==> src/rtl/seg_pkg.sv <==
// Shared constants and types for the seven-segment page controller.
package seg_pkg;

    localparam int unsigned PAGE_W  = 3;
    localparam int unsigned NUM_SRC = 4;
    localparam int unsigned DIGITS  = 4;
    localparam int unsigned NIB_W   = 4;
    localparam int unsigned HALF_W  = DIGITS * NIB_W;

    // page[2:1] picks the source, page[0] picks the 16-bit half
    localparam int unsigned PAGE_HALF_BIT = 0;
    localparam int unsigned PAGE_SRC_LSB  = 1;
    localparam int unsigned PAGE_SRC_MSB  = 2;

    typedef logic [NIB_W-1:0] nibble_t;

    function automatic nibble_t nib_of(input logic [HALF_W-1:0] half, input int unsigned idx);
        return half[idx*NIB_W +: NIB_W];
    endfunction

endpackage

==> src/rtl/btn_debounce.sv <==
// Push-button conditioner: 2-flop synchroniser, stability counter and a
// one-cycle pulse on each accepted rising level.
module btn_debounce #(
    parameter int unsigned DEB_CYCLES = 1000000
) (
    input  logic clk_i,
    input  logic rst_ni,
    input  logic raw_i,
    output logic rise_o
);

    localparam int unsigned CNT_W = (DEB_CYCLES > 2) ? $clog2(DEB_CYCLES) : 1;
    localparam logic [CNT_W-1:0] CNT_LAST = CNT_W'(DEB_CYCLES - 1);

    logic             sync_q, s_q;
    logic             level_q, level_d;
    logic [CNT_W-1:0] cnt_q, cnt_d;
    logic             done;

    always_comb begin
        cnt_d   = '0;
        level_d = level_q;
        done    = (s_q != level_q) && (cnt_q == CNT_LAST);
        if (s_q != level_q) begin
            if (done) begin
                level_d = s_q;
            end else begin
                cnt_d = cnt_q + 1'b1;
            end
        end
    end

    // Pulse is combinational so it coincides with the acceptance edge.
    assign rise_o = done & s_q;

    always_ff @(posedge clk_i or negedge rst_ni) begin
        if (!rst_ni) begin
            sync_q  <= 1'b0;
            s_q     <= 1'b0;
            level_q <= 1'b0;
            cnt_q   <= '0;
        end else begin
            sync_q  <= raw_i;
            s_q     <= sync_q;
            level_q <= level_d;
            cnt_q   <= cnt_d;
        end
    end

endmodule

==> src/rtl/seg_page_ctrl.sv <==
// Pages through 16-bit halves of four observation buses for the hex display.
// Define SEG_BLANK_LEADING_EN to request blanking of leading zero digits.
module seg_page_ctrl
    import seg_pkg::*;
#(
    parameter int unsigned DEB_CYCLES = 1000000,
    parameter int unsigned SRC_W      = 32
) (
    input  logic              clock,
    input  logic              reset,
    input  logic              btn_next_raw,
    input  logic              btn_hold_raw,
    input  logic [SRC_W-1:0]  src0,
    input  logic [SRC_W-1:0]  src1,
    input  logic [SRC_W-1:0]  src2,
    input  logic [SRC_W-1:0]  src3,
    output nibble_t           hex0,
    output nibble_t           hex1,
    output nibble_t           hex2,
    output nibble_t           hex3,
    output logic [PAGE_W-1:0] page,
    output logic              frozen,
    output logic [DIGITS-1:0] blank
);

    logic next_pulse, hold_pulse;

    logic [PAGE_W-1:0]               page_q;
    logic                            frozen_q;
    logic [NUM_SRC-1:0][SRC_W-1:0]   snap_q;
    logic [HALF_W-1:0]               hex_q;
    logic [HALF_W-1:0]               half;
    logic [PAGE_SRC_MSB:PAGE_SRC_LSB] sel;

    btn_debounce #(.DEB_CYCLES(DEB_CYCLES)) u_next_deb (
        .clk_i  (clock),
        .rst_ni (reset),
        .raw_i  (btn_next_raw),
        .rise_o (next_pulse)
    );

    btn_debounce #(.DEB_CYCLES(DEB_CYCLES)) u_hold_deb (
        .clk_i  (clock),
        .rst_ni (reset),
        .raw_i  (btn_hold_raw),
        .rise_o (hold_pulse)
    );

    always_comb begin
        sel  = page_q[PAGE_SRC_MSB:PAGE_SRC_LSB];
        half = page_q[PAGE_HALF_BIT] ? snap_q[sel][HALF_W +: HALF_W]
                                     : snap_q[sel][0 +: HALF_W];
    end

    always_ff @(posedge clock or negedge reset) begin
        if (!reset) begin
            page_q   <= '0;
            frozen_q <= 1'b0;
            snap_q   <= '0;
            hex_q    <= '0;
        end else begin
            if (next_pulse) begin
                page_q <= page_q + 1'b1;
            end
            frozen_q <= frozen_q ^ hold_pulse;
            // The freezing pulse cycle itself does not load, keeping the prior sample.
            if (!frozen_q && !hold_pulse) begin
                snap_q <= {src3, src2, src1, src0};
            end
            hex_q <= half;
        end
    end

`ifdef SEG_BLANK_LEADING_EN
    logic [DIGITS-1:0] blank_q, blank_d;

    always_comb begin
        blank_d    = '0;
        blank_d[3] = (nib_of(half, 3) == '0);
        blank_d[2] = blank_d[3] && (nib_of(half, 2) == '0);
        blank_d[1] = blank_d[2] && (nib_of(half, 1) == '0);
    end

    always_ff @(posedge clock or negedge reset) begin
        if (!reset) begin
            blank_q <= '0;
        end else begin
            blank_q <= blank_d;
        end
    end

    assign blank = blank_q;
`else
    assign blank = '0;
`endif

    assign hex0   = nib_of(hex_q, 0);
    assign hex1   = nib_of(hex_q, 1);
    assign hex2   = nib_of(hex_q, 2);
    assign hex3   = nib_of(hex_q, 3);
    assign page   = page_q;
    assign frozen = frozen_q;

endmodule

==> config.mk <==
export PLATFORM = sky130hd
export DESIGN_NAME = seg_page_ctrl
export DESIGN_NICKNAME = d
export VERILOG_FILES = /design/src/rtl/seg_pkg.sv /design/src/rtl/btn_debounce.sv /design/src/rtl/seg_page_ctrl.sv
export SDC_FILE = /design/constraint.sdc
export NUM_CORES = 1
export LEC_CHECK = 0
export CORE_ASPECT_RATIO = 1.5
export CORE_UTILIZATION = 39
export CTS_CLUSTER_SIZE = 25
export DETAILED_ROUTE_END_ITERATION = 6
export GPL_TIMING_DRIVEN = 0
export SYNTH_ARGS = -nofsm -noshare
export SYNTH_HDL_FRONTEND = slang
export SYNTH_SLANG_ARGS = --single-unit
==> constraint.sdc <==
create_clock -name clock -period 7.4 [get_ports clock]
set_input_delay 1.48 -clock clock [delete_from_list [all_inputs] [get_ports clock]]
set_output_delay 1.48 -clock clock [all_outputs]
set_load 0.02 [all_outputs]
==> impl_results.md <==
- RSZ-0062 raised after global routing: false
- Site row count: 65
- Clock skew: between 0.015 and 0.02 ns
- Final net count: just under 900
- Avg Inst Size Synth: between 10 and 15 sq um
- Flop pwr share: approximately 50%
- Placed insts: around 1000
- Fmax: a little over 0.3 GHz
- GRT Resource Usage Total: 20.16%
- Core Util, Final: between 50% and 60%
- Net load switching power: about 500 uW
- Most used DFF post-synth: dfrtp_1
- Min-Delay Path Class: flip-flop to flip-flop
- Fin. Hold Viols: 0
- Initial antenna violation count: 4
- Fin crit share: 43.56%
- Setup TNS: 0 ns
- Fill cell total of the finished layout: 1803
- Non-Filler Instances: around 1000
- Worst path top cell family by delay: simple AND/OR/NAND/NOR gates
- Synth cell types: 40
- Endpoint class of the critical path: flip-flop
- Slew @ Worst Pin: slightly above 0.9 ns
- CTS Buffer Depth: 2
- Share of cells above drive strength 1: a little under a third
- CP endpoint: snap_q[26]
- Buf+Inv Stages, Crit Path: 2
- Reg-to-reg slack, setup: 4.18 ns
- Top-level I/O count: ~160
- Setup crit start kind: flip-flop
- Slowest stage cell, crit path: buf_1
- Cts hold-fix bufs: 0
- CTS sink cnt: 194
- Detail Route Antenna Nets: 0
- Register area share after synthesis: 57.17%
- Yosys warnings: 0
- Cells along the critical path: nand3_1 > or3_1 > nor4_1 > nand3b_1 > ha_1 > clkbuf_1 > buf_1 > mux2_2
- Logic gate share of total power: under 10%
- DR pass1 iterations: 5
- CP arrival: 3.55 ns
- Vias in the first global route: around 6000
- Syn Inst Count: a little under 600
- Die area: 0.02238 sq mm
- Yosys top cell by area: dfrtp_1
- Wire per inst: roughly 20 um
- Top post-synthesis cells by area: dfrtp_1 (57%), mux2_2 (19%), mux4_2 (8.5%), xnor2_1 (2.1%), nor2_1 (1.5%)
- VDD IR max: between 150 and 200 uV
- Crit Path Max Fanout: 10
- Worst R2R End: snap_q[26]
- Number of synthesized flops with an enable pin: 0
- DP HPWL: roughly 15000 um
- Reg2Reg Depth: 8
- Total internal power: roughly 1800 uW
- First-pass GRT wire length: about 33000 um
- Post-CTS Resized: 0
- Max cap viols: 0
- GR Overflow Total: 0
- Clock power share: between 40% and 50%
- P_leak: about 0.0044 uW
- # H-tree levels: 4
- FFs w/ async S/R, synth: between 90% and 100%
- Synth Register Bits: roughly 190
- Max_slew headroom: roughly two fifths
- Clk root buf: clkbuf_16
- Worst skew pair latency: about 0.45 ns
- Initial Utilization: approximately 40%
- Minimum clock period: roughly 3.2 ns
- Power per Cell Area: 205.7 mW/mm^2
- Gpl congestion: between 0.8 and 0.9
- PortBufs: 151
- Core area: roughly 0.021 sq mm
- Total Routed Length: between 20000 and 25000 um
- Max Slew Vio Count: 0
- Area delta synth->final: 29.57%
- Drt drc: 0
- Synth Cell Area: between 0.008 and 0.009 sq mm
- Clock buffer count from CTS: 17
- Die W: around 120 um
- CP startpoint: u_hold_deb.cnt_q[16]
- Critical Path RT: between 7 and 8 ns
- Switch share: a little over a fifth
- Via count: about 5500
- Die Y: about 180 um
- Largest net degree at the start of global routing: approximately 120
- Post-CTS Setup Bufs: 0
- Status: finished, final reports clean
- Setup violators final: 0
- WS Path Type: flip-flop to flip-flop
- Area share of the largest cell type after synthesis: between 50% and 60%
- RR Startpoint: u_hold_deb.cnt_q[16]
- Worst path depth: 8
- Clock slew at reported path FFs: around 0.07 ns
- CTS tree: yes
- CP peak stage delay: roughly 0.47 ns
- Vias per inst: 5.235
- Initial DRC count: between 200 and 300
## cells by family after synthesis
| kind of cell | after synthesis | share of synthesized area (%) |
|---|---|---|
| flip-flops | 194 | 57.17 |
| multiplexers | 179 | 27.97 |
| AND/OR/NAND/NOR | 110 | 7.220 |
| buffers and inverters | 41 | 2.092 |
| XOR/XNOR | 30 | 3.094 |
| AO/OA/AOI/OAI | 23 | 1.827 |
| adder cells (fa/ha/maj) | 4 | 0.5894 |
| other | 1 | 0.04416 |
## stage by stage
step                hold WS, ns  area (sq um)  setup slack, ns  power, uW
global route             0.3781         11000            3.808       2353
global placement         0.3419         10350           -3.020       1317
finish                   0.3571         11000            4.176       2263
floorplan                0.3312          8503            4.957       1204
detailed placement       0.3355         10380            4.101       1326
CTS                      0.3621         10990            4.085       2294
## layout by cell type (no fill, tap or decap), types with 5 or more instances in the layout
| cell | instances |
|---|---|
| xor2_1 | 10 |
| clkbuf_16 | 17 |
| nand2_1 | 13 |
| clkdlybuf4s50_1 | 150 |
| or3_1 | 5 |
| mux4_2 | 32 |
| clkbuf_1 | 19 |
| mux2_2 | 146 |
| nor3_1 | 6 |
| xnor2_1 | 20 |
| dfrtp_1 | 194 |
| nor4_1 | 8 |
| buf_2 | 6 |
| o31ai_1 | 7 |
| or4_1 | 5 |
| nand3_1 | 11 |
| inv_1 | 9 |
| nor2_1 | 34 |
| nand4_1 | 8 |
| a21oi_1 | 10 |
## Yosys cell counts (2+ instances only)
| master | count |
|---|---|
| nand3_1 | 11 |
| dfrtp_1 | 194 |
| or2_2 | 2 |
| buf_1 | 4 |
| a21oi_1 | 10 |
| and4_1 | 2 |
| nor4b_1 | 3 |
| and3_1 | 3 |
| mux4_2 | 32 |
| inv_1 | 9 |
| nor4_1 | 8 |
| or3_1 | 5 |
| buf_2 | 6 |
| ha_1 | 4 |
| clkbuf_1 | 17 |
| xnor2_1 | 20 |
| nor3_1 | 6 |
| buf_4 | 4 |
| nand3b_1 | 2 |
| o31ai_1 | 7 |
| nand2_1 | 13 |
| xor2_1 | 10 |
| or4_1 | 5 |
| nand4_1 | 8 |
| mux2_2 | 146 |
| o21ai_0 | 4 |
| nor2_1 | 34 |
## worst reg2reg max path, cell delays in order (launching register included)
cell	delay, ns
dfrtp_1	0.40
nand3_1	0.16
or3_1	0.43
nor4_1	0.45
nand3b_1	0.20
ha_1	0.25
clkbuf_1	0.33
buf_1	0.48
mux2_2	0.43
## cell type report
class | count | area, sq um | share of cell area [%]
sequential | 194 | 4855 | 44.12
multi-input combinational | 350 | 3471 | 31.54
timing repair buffer | 152 | 1544 | 14.03
clock buffer | 21 | 460.4 | 4.185
tap | 268 | 335.3 | 3.048
clock inverter | 11 | 150.1 | 1.365
buffer | 32 | 143.9 | 1.308
inverter | 9 | 33.78 | 0.3070
antenna | 4 | 10.01 | 0.09097
## power by group through the flow
stage / sequential (uW) / combinational [uW] / clock [uW]
after floorplan: 1140 / 59.7 / 0
after global placement: 1140 / 172 / 0
after detailed placement: 1150 / 179 / 0
after CTS: 1130 / 180 / 988
after global routing: 1130 / 191 / 1030
final: 1130 / 176 / 961
## state kept, by name (all words and copies together) (netlist names)
register,cells
snap_q,128
hex_q,16
page,3
u_hold_deb.s_q,1
u_next_deb.cnt_q,20
u_next_deb.level_q,1
u_hold_deb.sync_q,1
u_next_deb.sync_q,1
frozen,1
u_hold_deb.cnt_q,20
u_next_deb.s_q,1
u_hold_deb.level_q,1
## metal layers
layer / global-route usage, % / part of all wire, % / vias up
met5: 0 / 0 / -
met4: 8.195 / 2.3 / 0
met3: 4.594 / 4.3 / 25
met2: 35.42 / 55 / 129
met1: 23.29 / 38 / 2838
li1: - / - / 2458
## worst min path at each step
| stage | startpoint | end | slack (ns) | depth (start not counted) |
|---|---|---|---|---|
| 6_report | u_hold_deb.sync_q | u_hold_deb.s_q | 0.36 | 0 |
| 5_1_grt | u_next_deb.sync_q | u_next_deb.s_q | 0.38 | 0 |
| 4_1_cts | u_hold_deb.sync_q | u_hold_deb.s_q | 0.36 | 0 |
| 3_5_place_dp | u_next_deb.sync_q | u_next_deb.s_q | 0.34 | 0 |
| 3_3_place_gp | u_hold_deb.sync_q | u_hold_deb.s_q | 0.34 | 0 |
| 2_1_floorplan | u_hold_deb.sync_q | u_hold_deb.s_q | 0.33 | 0 |
Power figures use the tool's default switching activity.
